`config.mk`:
```
export PLATFORM = sky130hd
export DESIGN_NAME = add_arb_sched
export DESIGN_NICKNAME = d
export VERILOG_FILES = /design/src/rtl/add_arb_sched_pkg.sv /design/src/rtl/add_arb_sched_arb2_rr.sv /design/src/rtl/add_arb_sched.sv
export SDC_FILE = /design/constraint.sdc
export NUM_CORES = 1
export LEC_CHECK = 0
export ABC_AREA = 1
export CORE_AREA = 5 5 116 118
export CTS_CLUSTER_DIAMETER = 200
export DETAILED_ROUTE_END_ITERATION = 8
export DIE_AREA = 0 0 121 123
export MAX_ROUTING_LAYER = met4
export PLACE_DENSITY = 0.69
export SLEW_MARGIN = 20
export SYNTH_ARGS = -nofsm -noshare
export SYNTH_HDL_FRONTEND = slang
export SYNTH_SLANG_ARGS = --single-unit
```
`constraint.sdc`:
```
create_clock -name clk -period 2.7 [get_ports clk]
set_clock_uncertainty 0.15 [all_clocks]
set_input_delay 0.54 -clock clk [delete_from_list [all_inputs] [get_ports clk]]
set_output_delay 0.54 -clock clk [all_outputs]
set_load 0.03 [all_outputs]
```
`src/rtl/add_arb_sched_pkg.sv`:
```
// add_arb_sched_pkg: shared types and constants for the shared-adder arbiter
package add_arb_sched_pkg;
    localparam int NREQ      = 2;
    localparam int WIDTH_DEF = 36;
    typedef enum logic [1:0] {IDLE, LOCK0, LOCK1} arb_state_t;
endpackage

```
`src/rtl/add_arb_sched_arb2_rr.sv`:
```
// arb2_rr: 2-way round-robin / fixed-priority grant generator with lock override
module arb2_rr #(
    parameter int PRIO_FIXED = 0
) (
    input  logic       reset,
    input  logic [1:0] req,
    input  logic       rr,
    input  logic       lock,
    input  logic       lock_id,
    output logic [1:0] gnt
);
    logic w_tie;
    assign w_tie = (PRIO_FIXED != 0) ? 1'b0 : rr;
    // a held lock admits only its owner; otherwise a tie goes to w_tie
    assign gnt = reset ? 2'b00 :
                 lock  ? (req & (lock_id ? 2'b10 : 2'b01)) :
                 (&req) ? (w_tie ? 2'b10 : 2'b01) : req;
endmodule

```
`src/rtl/add_arb_sched.sv`:
```
// add_arb_sched: arbitrates two requesters onto one shared adder, chaining double-word beats
module add_arb_sched
    import add_arb_sched_pkg::*;
#(
    parameter int WIDTH      = WIDTH_DEF,
    parameter int PRIO_FIXED = 0
) (
    input  logic                  clk,
    input  logic                  reset,
    input  logic [NREQ-1:0]       req,
    input  logic [NREQ-1:0]       dbl,
    input  logic [NREQ*WIDTH-1:0] op_a,
    input  logic [NREQ*WIDTH-1:0] op_b,
    input  logic [NREQ-1:0]       op_cin,
    output logic [NREQ-1:0]       gnt,
    output logic [WIDTH-1:0]      add_a,
    output logic [WIDTH-1:0]      add_b,
    output logic                  add_cin,
    input  logic [WIDTH-1:0]      add_sum,
    input  logic                  add_cout,
    output logic [NREQ-1:0]       rsp_valid,
    output logic [WIDTH-1:0]      rsp_sum,
    output logic                  rsp_cout,
    output logic                  rsp_hi
);
    arb_state_t r_state, w_state_n;
    logic r_rr, w_rr_n, r_cy, w_cy_n;
    logic w_lock, w_xfer, w_sel;

    assign w_lock = r_state != IDLE;
    assign w_xfer = |(req & gnt);
    assign w_sel  = w_xfer ? gnt[1] : r_rr;

    arb2_rr #(.PRIO_FIXED(PRIO_FIXED)) u_arb (
        .reset   (reset),
        .req     (req),
        .rr      (r_rr),
        .lock    (w_lock),
        .lock_id (r_state == LOCK1),
        .gnt     (gnt)
    );

    assign add_a   = w_sel ? op_a[2*WIDTH-1:WIDTH] : op_a[WIDTH-1:0];
    assign add_b   = w_sel ? op_b[2*WIDTH-1:WIDTH] : op_b[WIDTH-1:0];
    assign add_cin = w_lock ? r_cy : op_cin[w_sel];

    // state, rr pointer and carry latch registers
    always_ff @(posedge clk) begin
        if (reset) begin
            r_state <= IDLE;
            r_rr    <= 1'b0;
            r_cy    <= 1'b0;
        end else begin
            r_state <= w_state_n;
            r_rr    <= w_rr_n;
            r_cy    <= w_cy_n;
        end
    end

    // low beat of a double-word add takes the lock; any other transfer releases it
    always_comb begin
        w_state_n = r_state;
        w_rr_n    = r_rr;
        w_cy_n    = r_cy;
        if (w_xfer && !w_lock && dbl[w_sel]) begin
            w_state_n = w_sel ? LOCK1 : LOCK0;
            w_cy_n    = add_cout;
        end else if (w_xfer) begin
            w_state_n = IDLE;
            w_rr_n    = ~w_sel;
            w_cy_n    = 1'b0;
        end
    end

    // one-cycle response strobe; result fields hold between transfers
    always_ff @(posedge clk) begin
        if (reset) begin
            rsp_valid <= '0;
            rsp_sum   <= '0;
            rsp_cout  <= 1'b0;
            rsp_hi    <= 1'b0;
        end else begin
            rsp_valid <= req & gnt;
            if (w_xfer) begin
                rsp_sum  <= add_sum;
                rsp_cout <= add_cout;
                rsp_hi   <= w_lock;
            end
        end
    end
endmodule

```
== Word-level counts from Yosys, hierarchy flattened ==
Index checks and enable logic that the tools add are counted.

* Output and inout port bits: 115
* Bits of input ports: 189
* Memories: 0
* Bits in latches: 0
* Memory bits (read-only): 0
* RAM bits: 0
* Register bits: 44
* Logic and storage cells: 39

* Multipliers: 0
* $add $sub $neg: 0
* Div/mod/pow operators: 0
* Shifts and indexed selects: 0
* Multiplexer cells: 18
* Bitwise logic cells: 4
* Eq/ne operators: 1
* Reduce and logical (&&, ||, !) cells: 8
* $lt $le $gt $ge: 1

{| class="wikitable"
|+ Operators by type and width
! cell !! count
|-
| 2-to-1 mux 36 bit || 2
|-
| 2-to-1 mux 2 bit || 8
|-
| 2-to-1 mux 1 bit || 8
|-
| AND 2 bit || 2
|-
| AND reduction 2 bit || 2
|-
| nonzero test 2 bit || 2
|-
| == test 2 bit (second input constant) || 1
|-
| logical AND 1 bit || 2
|-
| less-than comparator 1 x 2 -> 1 bit (second input constant) || 1
|-
| inverter 1 bit || 2
|-
| OR reduction 2 bit || 1
|-
| logical NOT 1 bit || 1
|}

== Longest topological paths before layout ==
Gate-level depths: netlist of the first run.

* Word-level depth: 13
* Gate-level depth with buffers: 11

== Modules after synthesis ==
From an unflattened synthesis of the first run, not the netlist that was laid out.

* Cell total of the unflattened synthesis: 453
* Area total of the unflattened synthesis: 2,590.0 um^2

{| class="wikitable"
|+ By module, submodules not included
! module !! sequential area each (um^2) !! cells each !! area each (um^2) !! times used
|-
| add_arb_sched || 880.8 || 442 || 2,541.2 || 1
|-
| arb2_rr || 0.0 || 11 || 48.8 || 1
|}

== Least setup slack after synthesis of the first run ==
No wires, ideal clock.

* Path kind: input to output
* Start point: in req[0]
* End point: out add_cin
* Path buffers: 1
* Cell stages on the path: 10
* Setup slack: 0.395 ns
* Data arrival time: 1.615 ns
* Path through: nand2_1 > nand2_1 > nand2_1 > nand2_2 > nand2_2 > nand2_2 > inv_2 > buf_6 > nor2_1 > o21ai_1

* Longest elaborated chain between the ends: 10
* Elaborated cells between the ends (all ways): 11
* Those cells by class: mux (7); bitwise (2); reduce/logical (2)

{| class="wikitable"
|+ Ends and longest elaborated chain
! what !! line !! RTL
|-
| start, declared || add_arb_sched.sv:10 || <nowiki>input logic [NREQ-1:0] req,</nowiki>
|-
| AND reduction 2 bit || add_arb_sched_arb2_rr.sv:17 || <nowiki>(&req) ? (w_tie ? 2'b10 : 2'b01) : req;</nowiki>
|-
| 2-to-1 mux 2 bit || add_arb_sched_arb2_rr.sv:17 ||
|-
| 2-to-1 mux 2 bit || add_arb_sched_arb2_rr.sv:16 || <nowiki>lock ? (req & (lock_id ? 2'b10 : 2'b01)) :</nowiki>
|-
| 2-to-1 mux 2 bit || add_arb_sched_arb2_rr.sv:15 || <nowiki>assign gnt = reset ? 2'b00 :</nowiki>
|-
| AND 2 bit || add_arb_sched.sv:31 || <nowiki>assign w_xfer = |(req & gnt);</nowiki>
|-
| OR reduction 2 bit || add_arb_sched.sv:31 ||
|-
| 2-to-1 mux 1 bit * || add_arb_sched.sv:32 || <nowiki>assign w_sel = w_xfer ? gnt[1] : r_rr;</nowiki>
|-
| 2-to-1 mux 1 bit (implied by the code) * (2 in series) || add_arb_sched.sv:45 || <nowiki>assign add_cin = w_lock ? r_cy : op_cin[w_sel];</nowiki>
|-
| 2-to-1 mux 1 bit * || add_arb_sched.sv:45 ||
|-
| end, declared || add_arb_sched.sv:18 || <nowiki>output logic add_cin,</nowiki>
|}

Mark *: on every way between the ends. The rest lies on a longest branch, timed or not. The select of a mux whose other input is x is not followed.

== Worst setup path after layout of the first run ==
* Start point: in reset
* End point: out add_b[8]

* Longest elaborated chain between the ends: 5

{| class="wikitable"
|+ Ends and longest elaborated chain
! what !! line !! RTL
|-
| start, declared || add_arb_sched.sv:9 || <nowiki>input logic reset,</nowiki>
|-
| 2-to-1 mux 2 bit * || add_arb_sched_arb2_rr.sv:15 ||
|-
| AND 2 bit || add_arb_sched.sv:31 ||
|-
| OR reduction 2 bit || add_arb_sched.sv:31 ||
|-
| 2-to-1 mux 1 bit * || add_arb_sched.sv:32 ||
|-
| 2-to-1 mux 36 bit * || add_arb_sched.sv:44 || <nowiki>assign add_b = w_sel ? op_b[2*WIDTH-1:WIDTH] : op_b[WIDTH-1:0];</nowiki>
|-
| end, declared || add_arb_sched.sv:17 || <nowiki>output logic [WIDTH-1:0] add_b,</nowiki>
|}

Mark *: on every way between the ends. The rest lies on a longest branch, timed or not.

==> results of run 1 <==
[sequential cells by signal, indices dropped and copies added (netlist names)]
signal,cells
rsp_hi,1
rsp_sum,36
r_rr,1
r_state,2
rsp_valid,2
rsp_cout,1
r_cy,1
[logic make-up after synthesis]
group,Yosys count
buf+inv,40
simple gates,319
compound gates,45
flops,44
[what timing repair did]
item,CTS,global route
hold endpoints to repair,0,0
pin swaps,3,5
gates resized for setup,8,12
setup buffers,2,0
endpoints found under the setup margin,71,21
cloned,6,0
[final timing paths]
| check | endpoint | slack, ns |
|---|---|---|
| min | rsp_cout | 0.32 |
| max reg2reg | r_rr | 0.93 |
| max | add_b[8] | 0.09 |
| min reg2reg | rsp_cout | 0.32 |
[power by group through the flow]
stage          Combinational, uW  Sequential (uW)  Clock, uW
2_1_floorplan                720              868          0
3_3_place_gp                1630              753          0
3_5_place_dp                1630              755          0
4_1_cts                     1750              742        688
5_1_grt                     1850              749        716
6_report                    1730              743        664
[stage by stage]
step	total power, uW	worst slack, ns	area [sq um]	util	hold slack, ns
2_1_floorplan	1590	0.395	2590	-	0.288
3_3_place_gp	2380	-0.0712	5720	0.462	0.308
3_5_place_dp	2380	-0.105	5720	0.462	0.304
4_1_cts	3180	0.00276	6100	0.493	0.318
5_1_grt	3320	-0.00162	6100	0.493	0.349
6_report	3140	0.0857	6100	0.493	0.315
[cell type report]
class,instances,area [sq um],share of cell area
Antenna cell,1,2.50,0.000410
Clock inverter,1,30.0,0.00493
Sequential cell,44,883,0.145
Inverter,12,50.0,0.00821
Multi-Input combinational cell,364,1480,0.242
Clock buffer,5,125,0.0205
Tap cell,172,215,0.0353
Timing Repair Buffer,328,3320,0.544
[cell usage after synthesis]
library cell	n	area [sq um]
o21ai_0	35	175
nand2_2	5	31.3
nor3b_2	1	12.5
inv_2	2	7.51
o21ai_1	4	20.0
dfxtp_1	44	881
buf_2	10	50.1
nand4_1	2	12.5
buf_1	1	3.75
inv_1	10	37.5
a21oi_1	5	25.0
a21oi_2	1	8.76
nand2_1	229	860
nand3_1	3	15.0
clkbuf_1	3	11.3
buf_4	5	37.5
buf_6	9	101
nor2_1	79	297
[per-layer routing]
| layer | vias up | track usage | part of all wire |
|---|---|---|---|
| met5 | - | - | 0 |
| met4 | 0 | 0.0319 | 0.0097 |
| met3 | 10 | 0.0540 | 0.091 |
| met2 | 173 | 0.318 | 0.52 |
| met1 | 1602 | 0.198 | 0.38 |
| li1 | 1978 | - | - |
[worst register-to-register path: cells and delay by family (launching register included)]
kind	cells	cell delay, ns
AND/OR/NAND/NOR	9	0.76
AO/OA/AOI/OAI	1	0.14
flip-flops	1	0.34
buffers and inverters	1	0.29
==> results.toml, run 1 <==
[run_status]
status = "completed"

[sta]
finalHoldViolCount = 0
setup_total_negative_slack_ns = 0
setup_viol = 0
period_share = 0.968
fmax_mhz = 383
max-slew-margin-rel = 0.706
rsz0062_at_grt = "true"
drv_slew = 0
final.min_clock_period_ns = 2.61
worstMarginPinSlew_ns = 0.439

[clocking]
cts_tree = "built"
cts_made_buffers = 5
hold_buffers = 0
cts_max_path_buffers = 2
clkTransAtPathRegs_ns = 0.06
root_buffer = "clkbuf_16"
cts.sinks = 44
h-tree-depth = 2
worst_skew_pair.late_latency_ns = 0.28

[power_and_ir_drop]
power.switching_uw = 1180
power.leakage_uw = 0.00292
internal-power_uw = 1960
switching_share = 0.377
power_frac_seq = 0.237
peakVddDrop_mv = 0.525
p_clk_frac = 0.211
power_density_nw_per_um2 = 515
p_comb_frac = 0.552

[yosys]
synthCells = 448
synth_xor_area_frac = 0
seq_area_frac_synth = 0.341
synthMuxAreaShare = 0
synth_adder_area_share = 0
synth_area_sq_um = 2590
synth_seq_cells = 44
avgSynthCellArea_sq_um = 5.77
yosysUniqueCellTypes = 18
synth_compound_area_frac = 0.0885
syn_nets = 637
yosys.area_share.simple = 0.475
synth_top_family_by_area = "simple AND/OR/NAND/NOR gates"
yosys_warnings = 0

[final_layout]
fin_nets = 944
drive_gt1_frac = 0.162
instances_no_fill = 927
final_common_cell = "nand2_1"
final_cell_mix = "226 x nand2_1, 225 x clkdlybuf4s50_1, 79 x buf_4, 78 x nor2_1, 42 x dfxtp_1"
fillers = 1235
syn_to_final_growth_pct = 136

[worst_hold_path]
min_path_cells = 2
hp-start = "rsp_cout"
min_path_type = "reg2reg"

[floorplanning]
ios = 304
die-area_sq_um = 14900
die_w_um = 121
core-area_sq_um = 12400
dieHeight_um = 123
start_util = 0.209
rows = 41

[drt]
ant_nets = 0
wl_um = 14000
drtPass1Iterations = 4
wl_per_cell_um = 15.1
drcViolationCount = 0
via_count = 3763
vias_per_cell = 4.06
drt_iter0_drc = 191

[setup_path]
slowest_delay_ns = 0.29
critical_path.top_delay_family = "buffers and inverters"
timing.rr.start = "r_rr"
cp_max_fo = 8
cp.buffers_inverters = 4
startpoint = "reset"
worstRegToRegCells = 11
cp.required_ns = 2.01
path_depth = 10
crit_path_end_kind = "output port"
crit_path_top_delay_cell = "bufbuf_16"
cp-start-kind = "input pin"
crit_arrival_ns = 1.92
critical_path_class = "in2out"
path_cells = "dlygate4sd2_1, nor2_1, nand2_2, nand2_2, nand2_4, bufbuf_16, buf_4, nand2_1, nand2_1, buf_4"

[grt]
grt_util_all_layers = 0.178
grt_pass1_vias = 3705
antenna_found_initial = 1
overflow = 0
grt_max_degree = 40
grt_pass1_wl_um = 20100

[place]
portBuffers = 303
dp.cells = 913
place_congestion = 0.863
post-dp-hpwl_um = 11100

[job]
drv_cap = 0
Note: power is estimated with default switching activity, not from simulation.
==> inputs of run 2 (changes only) <==
--- a/config.mk
+++ b/config.mk
@@ -6,12 +6,14 @@
 export NUM_CORES = 1
 export LEC_CHECK = 0
 export ABC_AREA = 1
-export CORE_AREA = 5 5 116 118
+export CORE_AREA = 5 5 114 116
+export CTS_BUF_LIST = sky130_fd_sc_hd__clkbuf_4
 export CTS_CLUSTER_DIAMETER = 200
 export DETAILED_ROUTE_END_ITERATION = 8
-export DIE_AREA = 0 0 121 123
+export DIE_AREA = 0 0 119 121
+export GPL_TIMING_DRIVEN = 1
 export MAX_ROUTING_LAYER = met4
-export PLACE_DENSITY = 0.69
+export PLACE_DENSITY = 0.71
 export SLEW_MARGIN = 20
 export SYNTH_ARGS = -nofsm -noshare
 export SYNTH_HDL_FRONTEND = slang
==> run 2 against run 1 <==
  * Hold slack better by 0.027 ns
  * Sequential share of layout area is 0.29 points higher
  * Register-to-register slack got worse by 0.03 ns
  * Non-clock buffer count is 5 lower
  * Final cell count shrank 3.2%
  * Cell area down 1.4%
  * Worst setup slack better by 0.051 ns
  * Count of clock-buffer cells in the layout is the same
  * Core utilization rose by 1.6 points
  * Critical path depth decreased by 1
  * First-iteration DRC count is 28% lower
  * Flip-flop and latch count stayed put
  * Critical path type unchanged
  * Highest routed layer unchanged
==> results.toml, run 2 (same netlist as run 1, synthesis figures left out) <==
[run_status]
status = "completed"

[sta]
period_share = 0.949
drv_slew = 0
final.min_clock_period_ns = 2.56
setup_total_negative_slack_ns = 0
timing.final.ws_setup_ns = 0.137
fmax_mhz = 390
max-slew-margin-rel = 0.752
worstMarginPinSlew_ns = 0.371
finalHoldViolCount = 0
setup_viol = 0

[drt]
wl_um = 14500
via_count = 3940
vias_per_cell = 4.39
drcViolationCount = 0
wl_per_cell_um = 16.2
ant_nets = 0
drt_iter0_drc = 137
drtPass1Iterations = 4

[final_layout]
drive_gt1_frac = 0.151
largest_reg_flops = 36
regArea_sq_um = 888
final_core_util = 0.509
fin_nets = 939
multi_input_area_sq_um = 1480
final_cell_mix = "229 x nand2_1, 225 x clkdlybuf4s50_1, 77 x nor2_1, 67 x buf_4, 42 x dfxtp_1"
syn_to_final_growth_pct = 132
antenna_cells = 0
regMostFlops = "rsp_sum"
final_common_cell = "nand2_1"
fillers = 1136
top_regs = "rsp_sum (36), r_state (2), rsp_valid (2)"
instances_no_fill = 897

[power_and_ir_drop]
peakVddDrop_mv = 0.312
power.leakage_uw = 0.00286
p_total_uw = 2800
power_density_nw_per_um2 = 466

[grt]
antenna_found_initial = 0
overflow = 0
grt_util_all_layers = 0.199
grt_pass1_vias = 4132
grt_max_degree = 40
grt_pass1_wl_um = 22400

[clocking]
cts_tree = "built"
hold_buffers = 0
cts_max_path_buffers = 2
clkTransAtPathRegs_ns = 0.12
h-tree-depth = 2
cts.sinks = 44
root_buffer = "clkbuf_4"
cts_made_buffers = 5
worst_skew_pair.late_latency_ns = 0.36

[setup_path]
slowest_delay_ns = 0.27
r2r_slack_ns = 0.90
cp_max_fo = 21
worstRegToRegCells = 10
crit_arrival_ns = 1.87
path_cells = "dlygate4sd2_1, nor3b_2, nand2_2, nand2_8, clkinv_8, buf_12, nand2_1, nand2_1, buf_12"
crit_path_end_kind = "output port"
timing.rr.start = "r_rr"
cp-start-kind = "input pin"
cp.required_ns = 2.01
critical_path_class = "in2out"
crit_path_top_delay_cell = "dlygate4sd2_1"
r2r_end = "r_rr"

[place]
place_congestion = 0.908
portBuffers = 303
dp.cells = 882
post-dp-hpwl_um = 11700
pre_cts_slack_ns = -0.135

[floorplanning]
core-area_sq_um = 11800
rows = 40
ios = 304
start_util = 0.219
die-area_sq_um = 14400
die_w_um = 119
dieHeight_um = 121

[worst_hold_path]
min_path_type = "reg2reg"
min_path_cells = 2
min_to = "r_cy"
hp-start = "r_cy"

[job]
drv_cap = 0
-- run 2: area by class of cell --
class / instances / share of cell area
clock buffers: 5 / 0.00625
clock inverters: 2 / 0.00125
inverters: 12 / 0.00958
multi-input cells: 364 / 0.246
flip-flops and latches: 44 / 0.148
well taps: 147 / 0.0306
repair buffers: 323 / 0.558
-- run 2: metrics by stage --
stage               area [sq um]  hold WS [ns]
global route                6010         0.382
global placement            5740         0.312
floorplan                   2590         0.288
finish                      6010         0.343
detailed placement          5740         0.325
CTS                         5980         0.350
-- run 2: routing by layer --
layer,global-route usage,wire (um)
met1,0.206,5190
met2,0.368,7690
met4,0.0529,335
met5,-,0
met3,0.0578,1310
-- run 2: worst max-delay path by stage --
stage / cells after the start / endpoint / from
floorplan: 10 / add_cin / req[0]
global placement: 11 / add_cin / req[0]
detailed placement: 11 / add_cin / req[0]
CTS: 11 / add_cin / r_rr
global route: 11 / add_cin / r_rr
finish: 9 / add_a[11] / reset
-- run 2: repair_timing --
item / CTS / global route
endpoints found under the setup margin: 73 / 45
pin swaps: 2 / 1
cloned: 4 / 0
gates resized for setup: 18 / 8
hold endpoints to repair: 0 / 0
setup buffers: 3 / 1
-- run 2: critical path: cells and delay by family --
kind | cells | cell delay [ns]
buffers and inverters | 4 | 0.68
AND/OR/NAND/NOR | 5 | 0.65
-- run 2: where the power goes --
part / switching, uW / internal, uW / leakage (uW) / total (uW)
combinational: 941 / 825 / 0.00246 / 1770
sequential: 33.4 / 711 / 0.000365 / 744
clock: 202 / 91.2 / 0.0000261 / 293
